### src/rtl/cbus_rr_arbiter_pkg.sv
`default_nettype none
// +------------------------------------------------------------------+
// | cbus_rr_arbiter_pkg : FSM encoding and index helpers             |
// | Rev 1.0                                                          |
// +------------------------------------------------------------------+
package cbus_rr_arbiter_pkg;

   typedef enum logic [0:0] {
      S_IDLE = 1'b0,
      S_BUSY = 1'b1
   } arb_state_t;

   // Increment modulo n; n need not be a power of two.
   function automatic int unsigned wrap_inc(input int unsigned idx, input int unsigned n);
      return (idx + 1 >= n) ? 0 : idx + 1;
   endfunction

endpackage
`default_nettype wire

### src/rtl/common.sv
`default_nettype none
// +------------------------------------------------------------------+
// | common : shared CBus request/response types                      |
// | Rev 1.0                                                          |
// +------------------------------------------------------------------+
package common;

   typedef struct packed {
      logic        valid;
      logic        is_write;
      logic [31:0] addr;
      logic [31:0] data;
   } cbus_req_t;

   typedef struct packed {
      logic        ready;
      logic        last;
      logic [31:0] data;
   } cbus_resp_t;

endpackage
`default_nettype wire

### src/rtl/cbus_rr_arbiter_if.sv
`default_nettype none
// +------------------------------------------------------------------+
// | cbus_rr_arbiter_if : requester/downstream bundle of the arbiter  |
// | Rev 1.0                                                          |
// +------------------------------------------------------------------+
interface cbus_rr_arbiter_if #(
   parameter int NUM_INPUTS = 2,
   parameter int IDX_W      = (NUM_INPUTS > 1) ? $clog2(NUM_INPUTS) : 1
);
   import common::*;

   cbus_req_t  [NUM_INPUTS-1:0] ireqs;
   cbus_resp_t [NUM_INPUTS-1:0] iresps;
   cbus_req_t                   oreq;
   cbus_resp_t                  oresp;
   logic                        busy;
   logic [IDX_W-1:0]            grant_idx;

   // Environment side: requesters and downstream port.
   modport master (
      output ireqs,
      output oresp,
      input  iresps,
      input  oreq,
      input  busy,
      input  grant_idx
   );

   // Arbiter side.
   modport slave (
      input  ireqs,
      input  oresp,
      output iresps,
      output oreq,
      output busy,
      output grant_idx
   );

endinterface
`default_nettype wire

### src/rtl/cbus_rr_arbiter_picker.sv
`default_nettype none
// +------------------------------------------------------------------+
// | rr_picker : first valid index scanning upward from a start index |
// | Rev 1.0                                                          |
// +------------------------------------------------------------------+
module rr_picker #(
   parameter int NUM_INPUTS = 2,
   parameter int IDX_W      = (NUM_INPUTS > 1) ? $clog2(NUM_INPUTS) : 1
) (
   input  logic [NUM_INPUTS-1:0] i_valid,
   input  logic [IDX_W-1:0]      i_start,
   input  logic                  i_excl_en,
   input  logic [IDX_W-1:0]      i_excl_idx,
   output logic                  o_found,
   output logic [IDX_W-1:0]      o_idx
);

   // Scan from the farthest candidate back to the start so the closest hit wins.
   always_comb begin
      int               c;
      logic [IDX_W-1:0] cand;
      o_found = 1'b0;
      o_idx   = '0;
      c       = 0;
      cand    = '0;
      for (int k = NUM_INPUTS - 1; k >= 0; k--) begin
         c = int'(i_start) + k;
         if (c >= NUM_INPUTS) begin
            c = c - NUM_INPUTS;
         end
         cand = c[IDX_W-1:0];
         if (i_valid[cand] && !(i_excl_en && (cand == i_excl_idx))) begin
            o_found = 1'b1;
            o_idx   = cand;
         end
      end
   end

endmodule
`default_nettype wire

### src/rtl/cbus_rr_arbiter.sv
`default_nettype none
// +------------------------------------------------------------------+
// | cbus_rr_arbiter : round-robin owner of the downstream CBus port  |
// | Rev 1.0                                                          |
// +------------------------------------------------------------------+
module cbus_rr_arbiter
   import cbus_rr_arbiter_pkg::*;
#(
   parameter int NUM_INPUTS = 2,
   parameter int IDX_W      = (NUM_INPUTS > 1) ? $clog2(NUM_INPUTS) : 1
) (
   input  logic             clk,
   input  logic             reset,
   cbus_rr_arbiter_if.slave bus
);

   arb_state_t              r_state, w_state_d;
   logic [IDX_W-1:0]        r_grant_idx, w_grant_d;
   logic [IDX_W-1:0]        r_rr_ptr, w_ptr_d;
   logic [NUM_INPUTS-1:0]   w_valid;
   logic                    w_last_beat;
   logic                    w_found;
   logic [IDX_W-1:0]        w_pick;
   logic [IDX_W-1:0]        w_pick_inc;

   always_comb begin
      w_valid = '0;
      for (int i = 0; i < NUM_INPUTS; i++) begin
         w_valid[i] = bus.ireqs[i].valid;
      end
   end

   // The finishing owner still shows valid on its last beat, so it is excluded then.
   assign w_last_beat = (r_state == S_BUSY) && bus.oresp.ready && bus.oresp.last;

   rr_picker #(
      .NUM_INPUTS (NUM_INPUTS),
      .IDX_W      (IDX_W)
   ) u_picker (
      .i_valid    (w_valid),
      .i_start    (r_rr_ptr),
      .i_excl_en  (w_last_beat),
      .i_excl_idx (r_grant_idx),
      .o_found    (w_found),
      .o_idx      (w_pick)
   );

   assign w_pick_inc = IDX_W'(wrap_inc(32'(w_pick), NUM_INPUTS));

   always_comb begin
      w_state_d = r_state;
      w_grant_d = r_grant_idx;
      w_ptr_d   = r_rr_ptr;
      case (r_state)
         S_IDLE: begin
            if (w_found) begin
               w_state_d = S_BUSY;
               w_grant_d = w_pick;
               w_ptr_d   = w_pick_inc;
            end
         end
         S_BUSY: begin
            if (w_last_beat) begin
               if (w_found) begin
                  w_grant_d = w_pick;
                  w_ptr_d   = w_pick_inc;
               end else begin
                  w_state_d = S_IDLE;
               end
            end
         end
      endcase
   end

   always_ff @(posedge clk or posedge reset) begin
      if (reset) begin
         r_state     <= S_IDLE;
         r_grant_idx <= '0;
         r_rr_ptr    <= '0;
      end else begin
         r_state     <= w_state_d;
         r_grant_idx <= w_grant_d;
         r_rr_ptr    <= w_ptr_d;
      end
   end

   assign bus.busy      = (r_state == S_BUSY);
   assign bus.grant_idx = r_grant_idx;
   assign bus.oreq      = bus.busy ? bus.ireqs[r_grant_idx] : '0;

   always_comb begin
      bus.iresps = '0;
      for (int i = 0; i < NUM_INPUTS; i++) begin
         if (bus.busy && (r_grant_idx == IDX_W'(i))) begin
            bus.iresps[i] = bus.oresp;
         end
      end
   end

endmodule
`default_nettype wire

### src/flat_wrapper.sv
// flat-port wrapper written by rule: the top's interface ports become plain ports
module cbus_rr_arbiter_flat import cbus_rr_arbiter_pkg::*;
#(
   parameter int NUM_INPUTS = 2,
   parameter int IDX_W      = (NUM_INPUTS > 1) ? $clog2(NUM_INPUTS) : 1
)
  (clk, reset, bus_ireqs, bus_oresp, bus_iresps, bus_oreq, bus_busy, bus_grant_idx);
  cbus_rr_arbiter_if #(.NUM_INPUTS(NUM_INPUTS), .IDX_W(IDX_W)) bus_i ();
  input  logic clk;
  input  logic reset;
  input wire logic [$bits(bus_i.ireqs)-1:0] bus_ireqs;
  input wire logic [$bits(bus_i.oresp)-1:0] bus_oresp;
  output wire logic [$bits(bus_i.iresps)-1:0] bus_iresps;
  output wire logic [$bits(bus_i.oreq)-1:0] bus_oreq;
  output wire logic [$bits(bus_i.busy)-1:0] bus_busy;
  output wire logic [$bits(bus_i.grant_idx)-1:0] bus_grant_idx;
  assign bus_i.ireqs = bus_ireqs;
  assign bus_i.oresp = bus_oresp;
  assign bus_iresps = bus_i.iresps;
  assign bus_oreq = bus_i.oreq;
  assign bus_busy = bus_i.busy;
  assign bus_grant_idx = bus_i.grant_idx;
  cbus_rr_arbiter #(.NUM_INPUTS(NUM_INPUTS), .IDX_W(IDX_W)) u_core (.clk(clk), .reset(reset), .bus(bus_i));
endmodule
### config.mk
export PLATFORM = sky130hd
export DESIGN_NAME = cbus_rr_arbiter_flat
export DESIGN_NICKNAME = d
export VERILOG_FILES = /design/src/rtl/cbus_rr_arbiter_pkg.sv /design/src/rtl/common.sv /design/src/rtl/cbus_rr_arbiter_if.sv /design/src/rtl/cbus_rr_arbiter_picker.sv /design/src/rtl/cbus_rr_arbiter.sv /design/src/flat_wrapper.sv
export SDC_FILE = /design/constraint.sdc
export NUM_CORES = 1
export LEC_CHECK = 0
export BUFFER_PORTS_ARGS = -buffer_cell sky130_fd_sc_hd__buf_2
export CORE_AREA = 10 10 108 110
export DETAILED_ROUTE_END_ITERATION = 6
export DIE_AREA = 0 0 118 120
export PLACE_DENSITY = 0.63
export SLEW_MARGIN = 20
export SYNTH_ARGS = -nofsm -noshare
export SYNTH_HDL_FRONTEND = slang
export SYNTH_SLANG_ARGS = --single-unit
export TNS_END_PERCENT = 30
### constraint.sdc
create_clock -name clk -period 1.67 [get_ports clk]
set_clock_uncertainty 0.15 [all_clocks]
set_input_delay 0 -clock clk [delete_from_list [all_inputs] [get_ports clk]]
set_output_delay 0 -clock clk [all_outputs]
set_load 0.02 [all_outputs]
==> results_dict.tcl <==
set metrics [dict create \
    arrival_ns 1.48 \
    tightest_slew_ns 0.2276 \
    routed_wl_um 10720 \
    fin_nets 709 \
    grt-busiest-layer "met2" \
    syn_inst 247 \
    dr.pass1.iters 4 \
    ys.flop_type "dfrtp_1" \
    hpwl_um 9367 \
    hold_path.class "in -> reg" \
    grt_pass1_vias 3160 \
    place.gp.congestion 0.8017 \
    start_util_pct 18.23 \
    ios 304 \
    crit_path_end_kind "output port" \
    finalHoldViolCount 0 \
    gr-usage-all-layers_pct 13.51 \
    cts_tree "built" \
    die_height_um 120 \
    maxSlewViolCount 0 \
    cts.sinks 3 \
    power_density_nw_per_um2 1522 \
    yosys-top-cells-area "mux2i_1, nor2_1, and3_1" \
    status "finished clean" \
    worstRegToRegCells 4 \
    cap_violations 0 \
    period_share_pct 97.34 \
    insertion_delay_ns 0.22 \
    yosys.area.top_type_share_pct 37.96 \
    timing.rr.end "u_core.r_rr_ptr" \
    critical_path_required_ns 1.52 \
    core_area_sq_um 9549 \
    reg2reg_slack_ns 0.30 \
    pre_cts_slack_ns 0.1628 \
    synth_nets 415 \
    rows 36 \
    yosysTopAreaCell "mux2i_1" \
    fmax_mhz 615.2 \
    power.leakage_uw 0.002327 \
    dr.first_iter.drc_count 90 \
    synth-edff-count 0 \
    synth_seq_area_share_pct 4.313 \
    vias 2858 \
    met2_usage_pct 26.79 \
    antenna_found_initial 0 \
    yosys-top-cells-count "mux2i_1, nor2_1, and3_1" \
    vias_per_cell 4.247 \
    grt_pass1_wl_um 16190 \
    syn_area_per_cell_sq_um 7.046 \
    cp-endpoint "bus_oreq[54]" \
    met1_usage_pct 12.72 \
    wl_per_cell_um 15.93 \
    async_flop_share_pct 100.0 \
    path_clk_slew_ns 0.03 \
    drcViolationCount 0 \
    antenna_cells 0 \
    overflow 0 \
    fin_ws_ns 0.04439 \
    crit_path_start_kind "flop" \
    cts_buffers 3 \
    synthToLayoutAreaGrowth_pct 98.06 \
    die-area_sq_um 14160 \
    critPathKind "reg -> out" \
    ys_types 24 \
    r2r_start "u_core.bus.grant_idx" \
    die_x_um 118 \
    grt_util_met3_pct 5.251 \
    synthesis.area_sq_um 1740 \
    vdd_drop_max_v 0.0005896 \
    antenna_left 0 \
    path_max_fanout 51 \
    setup_viol 0 \
    cts_buffer_depth 2 \
    h-tree-depth 1 \
    numPortBuffers 303 \
    drive_gt1_share_pct 59.63 \
    grt_max_degree 52 \
    rsz0062_at_grt "true" \
    setup_tns_ns 0 \
    ys_ff_latch 3 \
    ys_warn_count 0 \
    clk_root_buffer_cell "clkbuf_8" \
    num-fill-cells 1017 \
    period_minus_slack_ns 1.626 \
    cp-startpoint "u_core.bus.grant_idx" \
    slew_headroom_pct 84.83 \
]
[placed cells by master, fill, tap and decap left out, types with 3 or more instances in the layout]
cell type	count
and2_1	34
mux2i_1	64
dlygate4sd3_1	3
buf_2	303
and3_1	35
clkbuf_8	3
buf_4	3
buf_16	3
nor2_1	66
[flip-flops by register name, summed over array words and instances (netlist names)]
name and flops:
u_core.bus.busy 1, u_core.r_rr_ptr 1, u_core.bus.grant_idx 1
[worst max-delay path, stage by stage, from the launching register on]
cell and delay, ns:
dfrtp_4 0.53, buf_16 0.24, mux2i_1 0.25, nor2_1 0.06, buf_2 0.16
[area by class of cell]
| cell class | count | area (sq um) | area share [%] |
|---|---|---|---|
| timing repair buffer | 315 | 1697 | 49.22 |
| multi-input combinational | 215 | 1449 | 42.03 |
| sequential | 3 | 78.83 | 2.287 |
| clock buffer | 4 | 45.04 | 1.307 |
| inverter | 3 | 11.26 | 0.3267 |
| tap | 133 | 166.4 | 4.828 |
[repair_timing]
item	in CTS	in global routing
gates cloned	1	0
hold buffers	3	0
endpoints found under the hold margin	6	0
pin swaps	0	0
setup buffers	0	1
setup endpoints to repair	9	13
resized for setup	2	3
[metal layers]
layer	wire length (um)	vias to the layer above	share of wire (%)
li1	-	1423	-
met1	3792	1233	35
met3	1238	8	12
met2	5567	194	52
met4	124	0	1.2
met5	0	-	0
[metrics by stage]
step	cell area, sq um	hold WS (ns)	util, %	cells	total power [uW]
6_report	3447	0.05147	36.10	673	5245
5_1_grt	3447	0.06469	36.10	673	5631
4_1_cts	3427	0.05009	35.89	672	5283
3_5_place_dp	3317	-0.2819	34.74	664	4927
3_3_place_gp	3317	-0.2868	34.74	664	4857
2_1_floorplan	1740	-0.3964	-	247	3588
[how the worst min path moves through the flow]
| stage | start | end | slack [ns] | cells past startpoint |
|---|---|---|---|---|
| after detailed placement | reset | u_core.r_rr_ptr | -0.28 | 2 |
| after global placement | reset | u_core.bus.busy | -0.29 | 2 |
| after CTS | bus_oresp[32] | u_core.bus.grant_idx | 0.05 | 3 |
| after floorplan | reset | u_core.bus.busy | -0.40 | 1 |
| after global routing | bus_oresp[32] | u_core.bus.grant_idx | 0.06 | 3 |
| final | bus_oresp[32] | u_core.bus.grant_idx | 0.05 | 3 |
[cells by family after synthesis]
| group | after synthesis | share of synthesized area (%) |
|---|---|---|
| flops | 3 | 4.313 |
| mux | 66 | 37.96 |
| compound gates | 8 | 3.595 |
| buf+inv | 29 | 12.87 |
| simple gates | 141 | 41.27 |
[power breakdown]
group	switching [uW]	total (uW)	internal, uW
sequential	74.8	185	110
clock	46.5	209	163
combinational	2920	4850	1930
Power figures use the tool's default switching activity.
